**src/rtl/sys_ctrl_pkg.sv**
```systemverilog
// Shared definitions for the system controller slice.
//   - command codes recognised in IDLE
//   - controller state encoding (also used by the TX handshake sequencer)
//   - nb_bytes(): number of DATA_WIDTH bytes needed to carry an ALU result
package sys_ctrl_pkg;

   localparam logic [7:0] CMD_WR      = 8'hAA;
   localparam logic [7:0] CMD_RD      = 8'hBB;
   localparam logic [7:0] CMD_ALU_OP  = 8'hCC;
   localparam logic [7:0] CMD_ALU_NOP = 8'hDD;
   localparam logic [7:0] CMD_BWR     = 8'hEE;
   localparam logic [7:0] CMD_BRD     = 8'hEF;

   typedef enum logic [4:0] {
      IDLE, WR_ADDR, WR_DATA, RD_ADDR, RD_WAIT,
      ALU_A, ALU_B, ALU_FUN_S, ALU_WAIT,
      BW_ADDR, BW_CNT, BW_DATA, BR_ADDR, BR_CNT,
      TX_SEND, TX_WAIT_H, TX_WAIT_L
   } state_e;

   function automatic int unsigned nb_bytes(input int unsigned out_w,
                                            input int unsigned data_w);
      return (out_w + data_w - 1) / data_w;
   endfunction

endpackage

```
**src/rtl/ctrl_tx_seq.sv**
```systemverilog
// Byte-serialiser for the UART TX side.
// Ports:
//   clk, rst_n        clock, asynchronous active-low reset
//   load              one-cycle request to start sending word/nbytes
//   word              NB bytes to send, least significant byte first
//   nbytes            number of bytes of word to send (1..NB)
//   tx_busy           UART transmitter busy
//   tx_data, tx_vld   byte and one-cycle request towards the transmitter
//   done              one-cycle pulse once the last byte has been accepted
module ctrl_tx_seq
   import sys_ctrl_pkg::*;
#(
   parameter int unsigned DATA_WIDTH = 8,
   parameter int unsigned NB         = 2,
   parameter int unsigned CNT_W      = 2
) (
   input  logic                     clk,
   input  logic                     rst_n,
   input  logic                     load,
   input  logic [NB*DATA_WIDTH-1:0] word,
   input  logic [CNT_W-1:0]         nbytes,
   input  logic                     tx_busy,
   output logic [DATA_WIDTH-1:0]    tx_data,
   output logic                     tx_vld,
   output logic                     done
);

   state_e                    st_q, st_n;
   logic [NB*DATA_WIDTH-1:0]  word_q, word_n;
   logic [CNT_W-1:0]          rem_q, rem_n;
   logic                      vld_q, vld_n;
   logic                      done_q, done_n;

   always_ff @(posedge clk or negedge rst_n) begin
      if (!rst_n) begin
         st_q   <= IDLE;
         word_q <= '0;
         rem_q  <= '0;
         vld_q  <= 1'b0;
         done_q <= 1'b0;
      end else begin
         st_q   <= st_n;
         word_q <= word_n;
         rem_q  <= rem_n;
         vld_q  <= vld_n;
         done_q <= done_n;
      end
   end

   always_comb begin
      st_n   = st_q;
      word_n = word_q;
      rem_n  = rem_q;
      vld_n  = 1'b0;
      done_n = 1'b0;
      case (st_q)
         IDLE: if (load) begin
            word_n = word;
            rem_n  = nbytes;
            st_n   = TX_SEND;
         end
         TX_SEND: if (!tx_busy) begin
            vld_n = 1'b1;
            st_n  = TX_WAIT_H;
         end
         TX_WAIT_H: if (tx_busy) st_n = TX_WAIT_L;
         TX_WAIT_L: if (!tx_busy) begin
            if (rem_q > CNT_W'(1)) begin
               // current byte always sits in the low lane of word_q
               rem_n  = rem_q - CNT_W'(1);
               word_n = word_q >> DATA_WIDTH;
               st_n   = TX_SEND;
            end else begin
               rem_n  = '0;
               done_n = 1'b1;
               st_n   = IDLE;
            end
         end
         default: st_n = IDLE;
      endcase
   end

   assign tx_data = word_q[DATA_WIDTH-1:0];
   assign tx_vld  = vld_q;
   assign done    = done_q;

endmodule

```
**src/rtl/sys_ctrl_burst.sv**
```systemverilog
// System controller: parses framed UART commands, drives register file and
// ALU control, and returns results through the UART TX handshake.
// Commands: AA write, BB read, CC ALU with operands, DD ALU only,
//           EE burst write, EF burst read (addresses wrap at 2^ADDR_WIDTH).
// Ports:
//   CLK, RST                          clock, asynchronous active-low reset
//   UART_RX_DATA/VLD                  incoming byte stream
//   ALU_OUT/VLD, RF_RdData/VLD        results from ALU and register file
//   UART_TX_Busy                      transmitter busy
//   ALU_EN/FUN, CLKG_EN, CLKDIV_EN    ALU and clocking control
//   RF_Address/WrEn/RdEn/WrData       register file access
//   UART_TX_DATA/VLD                  outgoing byte request
//   ERR_FLAG                          one-cycle pulse on a dropped byte
module sys_ctrl_burst
   import sys_ctrl_pkg::*;
#(
   parameter int unsigned DATA_WIDTH    = 8,
   parameter int unsigned ADDR_WIDTH    = 4,
   parameter int unsigned ALU_FUN_WIDTH = 4,
   parameter int unsigned ALU_OUT_WIDTH = 16
) (
   input  logic                     CLK,
   input  logic                     RST,
   input  logic [DATA_WIDTH-1:0]    UART_RX_DATA,
   input  logic                     UART_RX_VLD,
   input  logic [ALU_OUT_WIDTH-1:0] ALU_OUT,
   input  logic                     ALU_OUT_VLD,
   input  logic [DATA_WIDTH-1:0]    RF_RdData,
   input  logic                     RF_RdData_VLD,
   input  logic                     UART_TX_Busy,
   output logic                     ALU_EN,
   output logic [ALU_FUN_WIDTH-1:0] ALU_FUN,
   output logic                     CLKG_EN,
   output logic                     CLKDIV_EN,
   output logic [ADDR_WIDTH-1:0]    RF_Address,
   output logic                     RF_WrEn,
   output logic                     RF_RdEn,
   output logic [DATA_WIDTH-1:0]    RF_WrData,
   output logic [DATA_WIDTH-1:0]    UART_TX_DATA,
   output logic                     UART_TX_VLD,
   output logic                     ERR_FLAG
);

   localparam int unsigned NB    = nb_bytes(ALU_OUT_WIDTH, DATA_WIDTH);
   localparam int unsigned CNT_W = $clog2(NB + 1);

   state_e                   state_q, state_n;
   logic [ADDR_WIDTH-1:0]    addr_q, addr_n;
   logic [DATA_WIDTH-1:0]    cnt_q, cnt_n;
   logic                     alu_pend_q, alu_pend_n;
   logic                     alu_en_q, alu_en_n;
   logic [ALU_FUN_WIDTH-1:0] alu_fun_q, alu_fun_n;
   logic                     clkg_q, clkg_n;
   logic                     clkdiv_q;
   logic [ADDR_WIDTH-1:0]    rf_addr_q, rf_addr_n;
   logic                     wren_q, wren_n;
   logic                     rden_q, rden_n;
   logic [DATA_WIDTH-1:0]    wrdata_q, wrdata_n;
   logic                     err_q, err_n;

   logic                     tx_load, tx_done;
   logic [NB*DATA_WIDTH-1:0] tx_word;
   logic [CNT_W-1:0]         tx_nb;

   always_ff @(posedge CLK or negedge RST) begin
      if (!RST) begin
         state_q    <= IDLE;
         addr_q     <= '0;
         cnt_q      <= '0;
         alu_pend_q <= 1'b0;
         alu_en_q   <= 1'b0;
         alu_fun_q  <= '0;
         clkg_q     <= 1'b0;
         clkdiv_q   <= 1'b0;
         rf_addr_q  <= '0;
         wren_q     <= 1'b0;
         rden_q     <= 1'b0;
         wrdata_q   <= '0;
         err_q      <= 1'b0;
      end else begin
         state_q    <= state_n;
         addr_q     <= addr_n;
         cnt_q      <= cnt_n;
         alu_pend_q <= alu_pend_n;
         alu_en_q   <= alu_en_n;
         alu_fun_q  <= alu_fun_n;
         clkg_q     <= clkg_n;
         clkdiv_q   <= 1'b1;
         rf_addr_q  <= rf_addr_n;
         wren_q     <= wren_n;
         rden_q     <= rden_n;
         wrdata_q   <= wrdata_n;
         err_q      <= err_n;
      end
   end

   always_comb begin
      state_n    = state_q;
      addr_n     = addr_q;
      cnt_n      = cnt_q;
      alu_pend_n = alu_pend_q;
      alu_en_n   = 1'b0;
      alu_fun_n  = alu_fun_q;
      clkg_n     = clkg_q;
      rf_addr_n  = rf_addr_q;
      wren_n     = 1'b0;
      rden_n     = 1'b0;
      wrdata_n   = wrdata_q;
      err_n      = 1'b0;
      tx_load    = 1'b0;
      tx_word    = '0;
      tx_nb      = '0;
      case (state_q)
         IDLE: if (UART_RX_VLD) begin
            case (UART_RX_DATA)
               DATA_WIDTH'(CMD_WR):      state_n = WR_ADDR;
               DATA_WIDTH'(CMD_RD):      state_n = RD_ADDR;
               DATA_WIDTH'(CMD_ALU_OP):  state_n = ALU_A;
               DATA_WIDTH'(CMD_ALU_NOP): state_n = ALU_FUN_S;
               DATA_WIDTH'(CMD_BWR):     state_n = BW_ADDR;
               DATA_WIDTH'(CMD_BRD):     state_n = BR_ADDR;
               default:                  err_n   = 1'b1;
            endcase
         end
         WR_ADDR: if (UART_RX_VLD) begin
            addr_n  = UART_RX_DATA[ADDR_WIDTH-1:0];
            state_n = WR_DATA;
         end
         WR_DATA: if (UART_RX_VLD) begin
            wren_n    = 1'b1;
            rf_addr_n = addr_q;
            wrdata_n  = UART_RX_DATA;
            state_n   = IDLE;
         end
         RD_ADDR: if (UART_RX_VLD) begin
            addr_n    = UART_RX_DATA[ADDR_WIDTH-1:0];
            cnt_n     = '0;
            rden_n    = 1'b1;
            rf_addr_n = UART_RX_DATA[ADDR_WIDTH-1:0];
            state_n   = RD_WAIT;
         end
         RD_WAIT: begin
            err_n = UART_RX_VLD;
            if (RF_RdData_VLD) begin
               tx_load                   = 1'b1;
               tx_word[DATA_WIDTH-1:0]   = RF_RdData;
               tx_nb                     = CNT_W'(1);
               state_n                   = TX_SEND;
            end
         end
         ALU_A: if (UART_RX_VLD) begin
            wren_n    = 1'b1;
            rf_addr_n = '0;
            wrdata_n  = UART_RX_DATA;
            state_n   = ALU_B;
         end
         ALU_B: if (UART_RX_VLD) begin
            wren_n    = 1'b1;
            rf_addr_n = ADDR_WIDTH'(1);
            wrdata_n  = UART_RX_DATA;
            state_n   = ALU_FUN_S;
         end
         ALU_FUN_S: if (UART_RX_VLD) begin
            alu_fun_n  = UART_RX_DATA[ALU_FUN_WIDTH-1:0];
            clkg_n     = 1'b1;
            alu_pend_n = 1'b1;
            state_n    = ALU_WAIT;
         end
         ALU_WAIT: begin
            err_n = UART_RX_VLD;
            // first cycle in ALU_WAIT fires ALU_EN; a result is only taken after that
            if (alu_pend_q) begin
               alu_en_n   = 1'b1;
               alu_pend_n = 1'b0;
            end else if (ALU_OUT_VLD) begin
               tx_load                    = 1'b1;
               tx_word[ALU_OUT_WIDTH-1:0] = ALU_OUT;
               tx_nb                      = CNT_W'(NB);
               clkg_n                     = 1'b0;
               state_n                    = TX_SEND;
            end
         end
         BW_ADDR, BR_ADDR: if (UART_RX_VLD) begin
            addr_n  = UART_RX_DATA[ADDR_WIDTH-1:0];
            state_n = (state_q == BW_ADDR) ? BW_CNT : BR_CNT;
         end
         BW_CNT: if (UART_RX_VLD) begin
            cnt_n   = UART_RX_DATA;
            state_n = (UART_RX_DATA == '0) ? IDLE : BW_DATA;
         end
         BW_DATA: if (UART_RX_VLD) begin
            wren_n    = 1'b1;
            rf_addr_n = addr_q;
            wrdata_n  = UART_RX_DATA;
            addr_n    = addr_q + ADDR_WIDTH'(1);
            cnt_n     = cnt_q - DATA_WIDTH'(1);
            if (cnt_q == DATA_WIDTH'(1)) state_n = IDLE;
         end
         BR_CNT: if (UART_RX_VLD) begin
            cnt_n = UART_RX_DATA;
            if (UART_RX_DATA == '0) begin
               state_n = IDLE;
            end else begin
               rden_n    = 1'b1;
               rf_addr_n = addr_q;
               state_n   = RD_WAIT;
            end
         end
         // The byte handshake itself lives in ctrl_tx_seq; the controller parks
         // in TX_SEND until it reports done, then chains the next burst read.
         TX_SEND: begin
            err_n = UART_RX_VLD;
            if (tx_done) begin
               if (cnt_q > DATA_WIDTH'(1)) begin
                  cnt_n     = cnt_q - DATA_WIDTH'(1);
                  addr_n    = addr_q + ADDR_WIDTH'(1);
                  rden_n    = 1'b1;
                  rf_addr_n = addr_q + ADDR_WIDTH'(1);
                  state_n   = RD_WAIT;
               end else begin
                  cnt_n   = '0;
                  state_n = IDLE;
               end
            end
         end
         default: state_n = IDLE;
      endcase
   end

   ctrl_tx_seq #(
      .DATA_WIDTH (DATA_WIDTH),
      .NB         (NB),
      .CNT_W      (CNT_W)
   ) u_tx_seq (
      .clk     (CLK),
      .rst_n   (RST),
      .load    (tx_load),
      .word    (tx_word),
      .nbytes  (tx_nb),
      .tx_busy (UART_TX_Busy),
      .tx_data (UART_TX_DATA),
      .tx_vld  (UART_TX_VLD),
      .done    (tx_done)
   );

   assign ALU_EN     = alu_en_q;
   assign ALU_FUN    = alu_fun_q;
   assign CLKG_EN    = clkg_q;
   assign CLKDIV_EN  = clkdiv_q;
   assign RF_Address = rf_addr_q;
   assign RF_WrEn    = wren_q;
   assign RF_RdEn    = rden_q;
   assign RF_WrData  = wrdata_q;
   assign ERR_FLAG   = err_q;

endmodule

```
**config.mk**
```make
export PLATFORM = sky130hd
export DESIGN_NAME = sys_ctrl_burst
export DESIGN_NICKNAME = d
export VERILOG_FILES = /design/src/rtl/sys_ctrl_pkg.sv /design/src/rtl/ctrl_tx_seq.sv /design/src/rtl/sys_ctrl_burst.sv
export SDC_FILE = /design/constraint.sdc
export NUM_CORES = 1
export LEC_CHECK = 0
export BUFFER_PORTS_ARGS = -buffer_cell sky130_fd_sc_hd__buf_2
export CORE_MARGIN = 8
export CORE_UTILIZATION = 50
export CTS_CLUSTER_SIZE = 40
export DETAILED_ROUTE_END_ITERATION = 8
export GPL_TIMING_DRIVEN = 0
export PLACE_DENSITY = 0.7
export SKIP_CTS_REPAIR_TIMING = 1
export SLEW_MARGIN = 20
export SYNTH_ARGS = -nofsm -noshare
export SYNTH_HDL_FRONTEND = slang
export SYNTH_SLANG_ARGS = --single-unit
export TNS_END_PERCENT = 50
```
**constraint.sdc**
```tcl
create_clock -name CLK -period 2.74 [get_ports CLK]
set_input_delay 0.274 -clock CLK [delete_from_list [all_inputs] [get_ports CLK]]
set_output_delay 0.274 -clock CLK [all_outputs]
set_load 0.005 [all_outputs]
```
# After elaboration in Yosys (flattened, before gate mapping)
# Cells that the tools add are included.
[word_totals] n_memories=0 inputBits=38 regBits=65 wordCells=188 latchBits=0 mem_bits_rw=0 out_inout_bits=31 mem_bits_ro=0
[op_classes] n_lt_le_gt_ge=2 eq_ne=51 mul=0 bitwise=0 div=0 muxes=88 n_reduce_logical=26 addsub=3 n_shift=0
[op_table] cell="$mux W5" n=20
[op_table] cell="$mux W16" n=5
[op_table] cell="$pmux W5 S14" n=1
[op_table] cell="$mux W8" n=7
[op_table] cell="$eq A8 B8 Y1 const B" n=6
[op_table] cell="$eq A5 B4 Y1 const B" n=9
[op_table] cell="$mux W4" n=11
[op_table] cell="$ne A2 B2 Y1 const B" n=21
[op_table] cell="$pmux W16 S2" n=1
[op_table] cell="$pmux W8 S4" n=1
[op_table] cell="$pmux W5 S6" n=1
[op_table] cell="$pmux W4 S6" n=1
[op_table] cell="$mux W1" n=22
[op_table] cell="$eq A5 B3 Y1 const B" n=4
[op_table] cell="$pmux W5 S4" n=1
[op_table] cell="$reduce_and A17 Y1" n=1
[op_table] cell="$pmux W8 S2" n=1
[op_table] cell="$pmux W4 S3" n=1
[op_table] cell="$reduce_and A4 Y1" n=3
[op_table] cell="$eq A5 B2 Y1 const B" n=2
[op_table] cell="$logic_not A5 Y1" n=2
[op_table] cell="$mux W2" n=5
[op_table] cell="$ne A2 B1 Y1 const B" n=5
[op_table] cell="$reduce_and A5 Y1" n=2
[op_table] cell="other kinds (25)" n=37

# Longest topological paths before layout
[logic_depth] depth_word=5 ltp_mapped=8 ltp_nobuf=7

# Cells and area by module
# Synthesis repeated with hierarchy kept, for this count alone.
[hier_totals] hier_cells=397 hier_area_um2=4013.8
[modules_own_cells] module="sys_ctrl_burst" instances=1 seq_area_each_um2=975.9 cells_per_inst=315 area_per_inst_um2=2925.3
[modules_own_cells] module="ctrl_tx_seq" instances=1 seq_area_each_um2=575.6 cells_per_inst=82 area_per_inst_um2=1088.5

# Worst setup path after synthesis
# OpenSTA, ideal clock, no wires.
[synth_timing] kind="register to register" startpoint="reg cnt_q[0]" endpoint="reg rf_addr_q[2] (netlist: RF_Address[2])" arrival_ns=1.824 slack_ns=0.791 n_path_buf=0 synth_period_minus_slack_ns=1.949 required_ns=2.615 path_stages_with_launch=8 setup_ns=0.125 cell_sequence="dfrtp_1 > inv_1 > ha_1 > or2_2 > nand3_1 > nand2_1 > a211oi_4 > mux2_4"
[synth_between] elab_chain_cells=3
[synth_rtl] item="from (decl)" line="sys_ctrl_burst.sv:49" rtl="logic [DATA_WIDTH-1:0] cnt_q, cnt_n;"
[synth_rtl] item="from (signal assigned)" line="sys_ctrl_burst.sv:83" rtl="cnt_q <= cnt_n;"
[synth_rtl] item="$gt A8 B1 Y1" line="sys_ctrl_burst.sv:214" rtl="if (cnt_q > DATA_WIDTH'(1)) begin"
[synth_rtl] item="$ne A2 B2 Y1 (no line)"
[synth_rtl] item="$reduce_and A9 Y1 (no line)"
[synth_rtl] item="to (signal assigned)" line="sys_ctrl_burst.sv:89" rtl="rf_addr_q <= rf_addr_n;"
[synth_rtl] item="to (decl)" line="sys_ctrl_burst.sv:55" rtl="logic [ADDR_WIDTH-1:0] rf_addr_q, rf_addr_n;"
# Every way passes these cells.
# A chain may end at the register's enable or synchronous reset.

# Final worst setup path
[layout_timing] startpoint="reg state_q[2]" endpoint="reg state_q[1]"
[layout_between] elab_chain_cells=4 elab_cells_between_ends=37 classes_between="31 x eq/ne; 3 x mux; 3 x reduce/logical"
[layout_rtl] item="from (decl)" line="sys_ctrl_burst.sv:47" rtl="state_e state_q, state_n;"
[layout_rtl] item="from (signal assigned)" line="sys_ctrl_burst.sv:81" rtl="state_q <= state_n;"
[layout_rtl] item="$eq A5 B4 Y1, on equally long branches" line="sys_ctrl_burst.sv:113, sys_ctrl_burst.sv:185"
[layout_rtl] item="$reduce_or A2 Y1 or $mux W3 (tied branches)" line="sys_ctrl_burst.sv:113, sys_ctrl_burst.sv:185"
[layout_rtl] item="$ne A2 B2 Y1 (no line) or $mux W5 (tied branches)"
[layout_rtl] item="$reduce_and A17 Y1 (no line) or $pmux W5 S14 (tied branches)"
# Parallel ways exist; a longest one is shown, timed or not. The select of a mux whose other input is x is not followed.

==> impl_metrics.py <==
metrics = {
    "cts": {
        "cts_root_buffer": "clkbuf_8",
        "cts_tree": "yes",
        "clock_sinks": 62,
        "clock_path_buffers": 2,
        "h-tree-depth": 3,
        "clkTransAtPathRegs_ns": 0.08,
        "cts_made_buffers": 9,
        "clock_latency_ns": 0.35,
    },
    "timing": {
        "tightest_slew_ns": 0.766,
        "timing.fmax_ghz": 0.452,
        "setup_viol": 0,
        "rsz0062_at_grt": "false",
        "period_minus_slack_ns": 2.21,
        "hold_ws_ns": -0.00390,
        "fin_worst_skew_ns": 0.0122,
        "finalCritPeriodShare_pct": 80.7,
        "final.setup.tns_ns": 0,
        "relSlewSlack_pct": 48.9,
        "finalMaxSlewViolations": 0,
        "hold_violations": 9,
    },
    "placed_design": {
        "placed_area_um2": 4330,
        "dp_hpwl_um": 7500,
        "place_inst": 575,
        "portBuffers": 65,
        "gp_congestion": 0.915,
    },
    "die": {
        "core_area_um2": 7610,
        "die_w_um": 104,
        "fp.dieH_um": 104,
        "num_io_pins": 69,
        "die-area_um2": 10800,
        "rows": 32,
        "initial_utilization_pct": 51.0,
    },
    "detailed_routing": {
        "drt_iter0_drc": 215,
        "dr.pass1.iters": 5,
        "wl_met1_um": 4790,
        "top_layer_used": "met4",
        "vias": 3507,
        "drc": 0,
        "vias_per_cell": 5.93,
        "ant_nets": 0,
        "met3_length_um": 731,
        "drt-wirelength-per-cell_um": 17.6,
        "met2WireLength_um": 4620,
        "finalWirelength_um": 10400,
    },
    "global_routing": {
        "grt_pass1_wl_um": 17600,
        "gr-total-overflow": 0,
        "first_global_vias": 3521,
        "grt_antenna_before_repair": 0,
        "grt_max_degree": 63,
        "grt_use_total_pct": 19.7,
    },
    "synthesis": {
        "synth_seq_cells": 62,
        "syn_area_per_cell_um2": 9.50,
        "ys_top_cells_by_area": "dfrtp_1 (40%), a22oi_1 (3.3%), buf_4 (3.1%), a21oi_1 (3.0%), o21ai_0 (3.0%)",
        "yosys.area.top_type_share_pct": 40.0,
        "seq_area_frac_synth_pct": 40.0,
        "ys_async_sr_fraction_pct": 100,
        "synth_edf_count": 0,
        "synth_area_leader_cell": "dfrtp_1",
        "netlist_area_um2": 3880,
        "yosysWarnings": 0,
        "syn_inst": 408,
        "synth_cell_types": 74,
        "synthesis.nets": 449,
        "synth-main-ff-cell": "dfrtp_1",
    },
    "power": {
        "leakagePower_nw": 2.03,
        "vdd_ir_drop_max_mv": 0.598,
        "powerDensity_nw_per_um2": 1180,
    },
    "cells_and_area": {
        "final_area_um2": 4520,
        "syn_to_final_growth_pct": 16.6,
        "fin_nets": 525,
        "final_cells": 591,
        "nFillCells": 721,
        "multiInputGateArea_um2": 2030,
        "final_common_cell": "buf_2",
        "regArea_um2": 1550,
        "mostFrequentLayoutCells": "buf_2 (78), dfrtp_1 (62), nor2_1 (25)",
        "drive_gt1_share_pct": 27.8,
        "antenna_cells": 0,
    },
    "critical_path": {
        "cp_max_fo": 10,
        "critical_path.cell_chain": "buf_4 -> buf_4 -> nor2_1 -> o2111ai_1 -> and3_4 -> mux2_4",
        "required_ns": 2.96,
        "cp_slowest_cell": "nor2_1",
        "reg2regPathDepth": 6,
        "cpMostUsedCell": "buf_4",
        "cp-start-kind": "flop",
        "end_kind": "flop",
        "regToRegSetupSlack_ns": 0.53,
        "crit_type": "flop to flop",
        "critical-path-max-stage-delay_ns": 0.43,
        "crit_arrival_ns": 2.43,
    },
    "outcome": {
        "violations": "negative hold slack",
        "status": "finished, violations left",
    },
    "min_path": {
        "hold_path_class": "input port to async pin",
    },
    "run": {
        "cap_violations": 0,
    },
}
through the flow:
stage                     setup WS (ns)  power [mW]  util, %
after global routing              0.459        5.76     59.4
final                             0.529        5.31     59.4
after CTS                         0.577        5.33     59.4
after floorplan                   0.791        3.72        -
after global placement            0.596        4.46     56.9
after detailed placement          0.609        4.51     57.0
cells in the mapped netlist, types with 6 or more instances:
master / instances
buf_2: 14
dfrtp_1: 62
mux2_1: 9
o22ai_1: 6
mux2i_1: 7
nand2_1: 24
and2_1: 7
a22oi_1: 17
nor2_1: 25
nand3_1: 15
o21ai_0: 23
inv_1: 23
a2bb2oi_1: 9
a21oi_1: 23
nand2b_1: 8
nand4_1: 8
nor2b_1: 7
buf_4: 16
critical path: cells and delay by family, from the launching register on:
family	cells	cell delay, ns
buf+inv	2	0.34
mux	1	0.29
flops	1	0.36
compound gates	1	0.39
simple gates	2	0.72
worst paths after layout:
path,startpoint,to
max in group asynchronous,RST,state_q[3]$_DFFE_PN0P_
min in group CLK,ALU_OUT[14],u_tx_seq.word_q[14]$_DFFE_PN0P_
setup / recovery,state_q[2]$_DFFE_PN0P_,state_q[1]$_DFFE_PN0P_
hold reg to reg,u_tx_seq.st_q[0]$_DFFE_PN0P_,u_tx_seq.tx_vld$_DFF_PN0_
setup reg to reg,state_q[2]$_DFFE_PN0P_,state_q[1]$_DFFE_PN0P_
hold / removal,RST,u_tx_seq.rem_q[0]$_DFFE_PN0P_
state kept, by name, indices dropped and copies added, names as in the netlist:
name / cells
RF_RdEn: 1
alu_pend_q: 1
ALU_EN: 1
u_tx_seq.tx_vld: 1
RF_Address: 4
cnt_q: 8
CLKG_EN: 1
ALU_FUN: 4
u_tx_seq.st_q: 3
u_tx_seq.done: 1
addr_q: 4
ERR_FLAG: 1
RF_WrData: 8
u_tx_seq.rem_q: 2
u_tx_seq.word_q: 16
RF_WrEn: 1
CLKDIV_EN: 1
state_q: 4
metal layers:
| layer | vias to the layer above | track usage (%) |
|---|---|---|
| li1 | 1664 | - |
| met1 | 1686 | 26.1 |
| met2 | 136 | 29.5 |
| met3 | 21 | 5.02 |
| met4 | 0 | 9.10 |
| met5 | - | 0 |
kinds of logic (layout without fill, tap and decap cells):
logic type,Yosys count,after routing,synth area share [%]
other cells,1,1,0.0967
buf+inv,59,140,7.71
mux,24,24,7.03
compound gates,132,132,25.2
simple gates,125,125,18.5
fa+ha+maj,3,3,0.968
xor+xnor,2,2,0.452
flops,62,62,40.0
where the power goes:
| group | switching [mW] | internal (mW) |
|---|---|---|
| registers | 0.306 | 1.33 |
| clock network | 0.371 | 0.419 |
| logic | 1.57 | 1.32 |
final cells by class:
| type | instances | area share [%] |
|---|---|---|
| Multi-Input combinational cell | 287 | 44.8 |
| Sequential cell | 62 | 34.3 |
| Timing Repair Buffer | 65 | 7.25 |
| Buffer | 35 | 4.62 |
| Clock buffer | 10 | 2.82 |
| Tap cell | 102 | 2.82 |
| Inverter | 24 | 1.99 |
| Clock inverter | 6 | 1.36 |
(Power assumes the default switching activity.)
